**config.mk**
```make
export PLATFORM = sky130hd
export DESIGN_NAME = key_conditioner_flat
export DESIGN_NICKNAME = d
export VERILOG_FILES = /design/src/rtl/key_conditioner_pkg.sv /design/src/rtl/key_conditioner_if.sv /design/src/rtl/key_debounce.sv /design/src/rtl/key_conditioner.sv /design/src/flat_wrapper.sv
export SDC_FILE = /design/constraint.sdc
export NUM_CORES = 1
export LEC_CHECK = 0
export ABC_AREA = 1
export CORE_MARGIN = 5
export CORE_UTILIZATION = 40
export CTS_CLUSTER_SIZE = 24
export DETAILED_ROUTE_END_ITERATION = 16
export PLACE_DENSITY = 0.66
export RECOVER_POWER = 25
export SETUP_SLACK_MARGIN = 0.02
export SLEW_MARGIN = 30
export SYNTH_ARGS = -nofsm -noshare
export SYNTH_HDL_FRONTEND = slang
export SYNTH_SLANG_ARGS = --single-unit
```
**constraint.sdc**
```tcl
create_clock -name CLOCK_50 -period 1.5 [get_ports CLOCK_50]
set_input_delay 0.3 -clock CLOCK_50 [delete_from_list [all_inputs] [get_ports CLOCK_50]]
set_output_delay 0.3 -clock CLOCK_50 [all_outputs]
set_load 0.005 [all_outputs]
```
**src/rtl/key_conditioner_pkg.sv**
```systemverilog
// Shared constants and helpers for the push-button conditioning path.
package key_conditioner_pkg;

  localparam int CLK_HZ      = 50_000_000;
  localparam int DEBOUNCE_MS = 10;

  // Converts a hold time in milliseconds into CLOCK_50 cycles.
  function automatic int msToCycles(input int ms);
    return (CLK_HZ / 1000) * ms;
  endfunction

  localparam int DEBOUNCE_CYCLES_DEF = msToCycles(DEBOUNCE_MS);

  // Edge decision for one key on one clock edge.
  typedef enum logic [1:0] {
    EDGE_NONE    = 2'd0,
    EDGE_PRESS   = 2'd1,
    EDGE_RELEASE = 2'd2
  } keyEdge_t;

endpackage

```
**src/rtl/key_conditioner_if.sv**
```systemverilog
// Raw key pins in, conditioned level and edge pulses out.
interface key_conditioner_if #(
  parameter int NUM_KEYS = 4
);
  logic [NUM_KEYS-1:0] KEY;
  logic [NUM_KEYS-1:0] key_level;
  logic [NUM_KEYS-1:0] key_press;
  logic [NUM_KEYS-1:0] key_release;

  modport master (
    output KEY,
    input  key_level,
    input  key_press,
    input  key_release
  );

  modport slave (
    input  KEY,
    output key_level,
    output key_press,
    output key_release
  );
endinterface

```
**src/rtl/key_debounce.sv**
```systemverilog
// One key: two-flop synchronizer, qualification counter, stable level,
// and registered press/release pulses.
module key_debounce
  import key_conditioner_pkg::*;
#(
  parameter int DEBOUNCE_CYCLES = DEBOUNCE_CYCLES_DEF
) (
  input  logic clk,
  input  logic rst,
  input  logic keyN,
  output logic level,
  output logic pressPulse,
  output logic releasePulse
);

  localparam int CNT_W = $clog2(DEBOUNCE_CYCLES);
  localparam logic [CNT_W-1:0] CNT_MAX = CNT_W'(DEBOUNCE_CYCLES - 1);

  logic             keySyncP0;
  logic             keySyncP1;
  logic             sample;
  logic             stable;
  logic [CNT_W-1:0] holdCnt;
  logic             pressP2;
  logic             releaseP2;
  keyEdge_t         keyEdge;

  // Stage 0/1: bring the asynchronous pin into CLOCK_50; reset refills with "released".
  always_ff @(posedge clk) begin
    if (rst) begin
      keySyncP0 <= 1'b1;
      keySyncP1 <= 1'b1;
    end else begin
      keySyncP0 <= keyN;
      keySyncP1 <= keySyncP0;
    end
  end

  assign sample = ~keySyncP1;

  // Decide whether this edge accepts a change, and in which direction.
  always_comb begin
    keyEdge = EDGE_NONE;
    if ((sample != stable) && (holdCnt == CNT_MAX)) begin
      keyEdge = sample ? EDGE_PRESS : EDGE_RELEASE;
    end
  end

  // Stage 2: count consecutive disagreeing samples; any agreement restarts the window.
  always_ff @(posedge clk) begin
    if (rst) begin
      stable    <= 1'b0;
      holdCnt   <= '0;
      pressP2   <= 1'b0;
      releaseP2 <= 1'b0;
    end else begin
      pressP2   <= (keyEdge == EDGE_PRESS);
      releaseP2 <= (keyEdge == EDGE_RELEASE);
      if (sample == stable) begin
        holdCnt <= '0;
      end else if (keyEdge != EDGE_NONE) begin
        stable  <= sample;
        holdCnt <= '0;
      end else begin
        holdCnt <= holdCnt + 1'b1;
      end
    end
  end

  assign level        = stable;
  assign pressPulse   = pressP2;
  assign releasePulse = releaseP2;

endmodule

```
**src/rtl/key_conditioner.sv**
```systemverilog
// Conditions NUM_KEYS active-low push-buttons into clean active-high levels
// and single-cycle press/release pulses. Keys are fully independent.
module key_conditioner
  import key_conditioner_pkg::*;
#(
  parameter int NUM_KEYS        = 4,
  parameter int DEBOUNCE_CYCLES = DEBOUNCE_CYCLES_DEF
) (
  input logic               CLOCK_50,
  input logic               reset,
  key_conditioner_if.slave  keyBus
);

  logic [NUM_KEYS-1:0] levelVec;
  logic [NUM_KEYS-1:0] pressVec;
  logic [NUM_KEYS-1:0] releaseVec;

  for (genvar i = 0; i < NUM_KEYS; i++) begin : gKey
    key_debounce #(
      .DEBOUNCE_CYCLES(DEBOUNCE_CYCLES)
    ) uDebounce (
      .clk          (CLOCK_50),
      .rst          (reset),
      .keyN         (keyBus.KEY[i]),
      .level        (levelVec[i]),
      .pressPulse   (pressVec[i]),
      .releasePulse (releaseVec[i])
    );
  end

  assign keyBus.key_level   = levelVec;
  assign keyBus.key_press   = pressVec;
  assign keyBus.key_release = releaseVec;

endmodule

```
**src/flat_wrapper.sv**
```systemverilog
// flat-port wrapper written by rule: the top's interface ports become plain ports
module key_conditioner_flat import key_conditioner_pkg::*;
#(
  parameter int NUM_KEYS        = 4,
  parameter int DEBOUNCE_CYCLES = DEBOUNCE_CYCLES_DEF
)
  (CLOCK_50, reset, keyBus_KEY, keyBus_key_level, keyBus_key_press, keyBus_key_release);
  key_conditioner_if #(.NUM_KEYS(NUM_KEYS)) keyBus_i ();
  input logic CLOCK_50;
  input logic reset;
  input wire logic [$bits(keyBus_i.KEY)-1:0] keyBus_KEY;
  output wire logic [$bits(keyBus_i.key_level)-1:0] keyBus_key_level;
  output wire logic [$bits(keyBus_i.key_press)-1:0] keyBus_key_press;
  output wire logic [$bits(keyBus_i.key_release)-1:0] keyBus_key_release;
  assign keyBus_i.KEY = keyBus_KEY;
  assign keyBus_key_level = keyBus_i.key_level;
  assign keyBus_key_press = keyBus_i.key_press;
  assign keyBus_key_release = keyBus_i.key_release;
  key_conditioner #(.NUM_KEYS(NUM_KEYS), .DEBOUNCE_CYCLES(DEBOUNCE_CYCLES)) u_core (.CLOCK_50(CLOCK_50), .reset(reset), .keyBus(keyBus_i));
endmodule
```
==> impl_metrics.json <==
{
  "status": "finished clean",
  "max_freq_mhz": 694,
  "synthesis.area_um2": 4730,
  "startpoint_type": "register",
  "fp.dieH_um": 119,
  "core_um2": 11500,
  "fp.dieW_um": 119,
  "timing.final.crit_share_pct": 96.1,
  "yosys.area_share.xor_xnor_pct": 8.34,
  "slew-limit-headroom_pct": 73.2,
  "hold_violations": 0,
  "syn_avg_cell_area_um2": 7.19,
  "clkLatencyLatePin_ns": 0.34,
  "synthSimpleGateAreaFrac_pct": 39.1,
  "worstMarginPinSlew_ns": 0.401,
  "drt_pass1_iterations": 4,
  "root_buffer": "clkbuf_16",
  "initial_utilization_pct": 41.1,
  "antenna_found_initial": 0,
  "p_per_area_nw_per_um2": 927,
  "nets": 690,
  "dieArea_um2": 14100,
  "highest_layer": "met4",
  "crit_required_ns": 1.20,
  "wl_met3_um": 328,
  "grtUsageTotal_pct": 14.1,
  "gp_congestion": 0.915,
  "fillCellCount": 1116,
  "drt-wirelength-per-cell_um": 11.7,
  "antenna_left": 0,
  "cts_inserted_buffers": 9,
  "cp_cell_sequence": "clkdlybuf4s50_1",
  "setup_violations": 0,
  "crit_path_end_kind": "output pin",
  "cap_violations": 0,
  "synth_top_area_cell": "dfxtp_1",
  "synth-compound-area-share_pct": 2.70,
  "ys_warn_count": 0,
  "wirelength_met1_um": 4520,
  "dr_wl_met2_um": 4590,
  "globalRouteOverflowTotal": 0,
  "setup_slack_ns": 0.0581,
  "routed_via_density": 4.83,
  "place.detailed.hpwl_um": 7010,
  "ys_seq_area_share_pct": 40.6,
  "h-tree-depth": 3,
  "ys_ff_latch": 96,
  "rsz0062_at_grt": "true",
  "critPathKind": "reg -> out",
  "fin_util_pct": 47.6,
  "routed_wl_um": 9670,
  "yosysUniqueCellTypes": 29,
  "worst_path_largest_cell_delay_ns": 0.49,
  "worst-path-max-fanout": 1,
  "grt_max_degree": 20,
  "arrival_ns": 1.14,
  "hold_buffers": 0,
  "grt_pass1_wl_um": 16700,
  "grt_pass1_vias": 3822,
  "route.detailed.drc": 0,
  "pin_count": 18,
  "synth_top_family_by_area": "simple AND/OR/NAND/NOR gates",
  "fin_crit_ns": 1.44,
  "synthTopCellsByArea": "dfxtp_1 41%, nor2_1 12%, nand2_1 11%",
  "fin_skew_ns": 0.00724,
  "cts_max_path_buffers": 2,
  "dr_total_vias": 3992,
  "synth_edf_count": 0,
  "slowest_stage": "clkdlybuf4s50_1",
  "vdd.ir_drop.worst_uv": 661,
  "antenna_cells": 0,
  "hp-class": "reg -> reg",
  "synthCells": 658,
  "maxSlewViolCount": 0,
  "synth_fa_ha_area_share_pct": 1.06,
  "p_leak_nw": 1.71,
  "syn_nets": 668,
  "io_buffers": 17,
  "ys.flop_type": "dfxtp_1",
  "drt_iter0_drc": 161,
  "synth_mux_area_share_pct": 0,
  "synthArstFlopShare_pct": 0,
  "place_ws_ns": -0.0740,
  "area_growth_pct": 16.0,
  "synth_top_area_share_pct": 40.6,
  "rows": 39,
  "cts_sinks": 96,
  "clk_pin_slew_worst_paths_ns": 0.07,
  "path_buf_inv": 1,
  "drive_gt1_share_pct": 13.5,
  "cts_tree": "built",
  "cp_top_family": "buffers and inverters"
}
## cell type report
class	count	area [um^2]	area share (%)
multi-input cells	482	2560	46.7
inverters	63	236	4.31
well taps	143	179	3.26
repair buffers	28	263	4.79
flip-flops and latches	96	1930	35.2
clock buffers	11	243	4.43
clock inverters	3	67.6	1.23
## sequential cells by signal, indices dropped and copies added (netlist names)
register and cells:
u_core.gKey.uDebounce.keySyncP0 4, u_core.gKey.uDebounce.holdCnt 76, u_core.gKey.uDebounce.pressPulse 4, u_core.gKey.uDebounce.keySyncP1 4
u_core.gKey.uDebounce.level 4, u_core.gKey.uDebounce.releasePulse 4
## routing by layer
metal | vias to the layer above | GRT usage (%)
met5 | - | 0
met4 | 0 | 5.29
met3 | 17 | 3.58
met2 | 60 | 23.9
met1 | 1815 | 17.4
li1 | 2100 | -
## stage by stage
step	total power (W)	instances	hold slack, ns	instance area [um^2]	setup TNS (ns)
CTS	0.00514	825	0.414	5340	0
global route	0.00525	826	0.429	5480	-0.262
finish	0.00508	826	0.406	5480	0
floorplan	0.00268	658	0.389	4730	0
detailed placement	0.00271	810	0.397	5020	-1.21
global placement	0.00270	810	0.394	5020	-0.0868
## where the power goes
part | internal (W) | total (W) | switching, W
Sequential | 0.00256 | 0.00257 | 0.00000907
Clock | 0.00149 | 0.00243 | 0.000942
Combinational | 0.0000386 | 0.0000846 | 0.0000460
## cells in the mapped netlist, types with 3 or more instances
cell,count
ha_1,4
nand2_2,6
nand2_4,3
nand3_1,44
nor2_2,15
buf_4,12
dfxtp_1,96
buf_6,3
xnor2_1,12
or2_2,11
inv_1,62
nand4_1,17
xor2_1,33
nand3_2,8
o21ai_0,3
nor3_1,11
nor2_1,145
a21oi_1,21
nand2_1,133
nor2_4,3
nand3b_1,5
## cells by family after synthesis
kind of cell | after synthesis
DFF | 96
buffers and inverters | 81
AOI/OAI and AO/OA | 25
xor gates and xnor gates | 45
adders and majority gates | 4
and+or+nand+nor | 407
## path summary, 6_finish.rpt
path	from	end	slack, ns	depth (start not counted)
hold reg to reg	u_core.gKey[2].uDebounce.keySyncP0	u_core.gKey[2].uDebounce.keySyncP1	0.41	1
setup reg to reg	u_core.gKey[1].uDebounce.holdCnt[1]	u_core.gKey[1].uDebounce.holdCnt[16]	0.08	8
setup / recovery	u_core.gKey[3].uDebounce.pressPulse	keyBus_key_press[3]	0.06	1
hold / removal	u_core.gKey[2].uDebounce.keySyncP0	u_core.gKey[2].uDebounce.keySyncP1	0.41	1
## timing repair
action | CTS | global route
buffers inserted | 1 | 0
gates resized for setup | 10 | 28
endpoints found under the setup margin | 4 | 82
gates cloned | 0 | 1
pin swaps | 0 | 2
## placed cells by master (no fill, tap or decap), types with 4 or more instances in the layout
master and n:
nand2_2 7, or2_2 11, buf_4 10, inv_1 61, nand4_1 17, nor2_4 7, nor2_2 15, nand3_2 5
xnor2_1 12, nand3b_1 5, nand3_1 44, nand2_1 132, nor2_1 141, nor3_1 9, clkdlybuf4s50_1 12, xor2_1 32
clkbuf_16 9, dlygate4sd2_1 4, dfxtp_1 91, a21oi_1 21
Power figures use the tool's default switching activity.
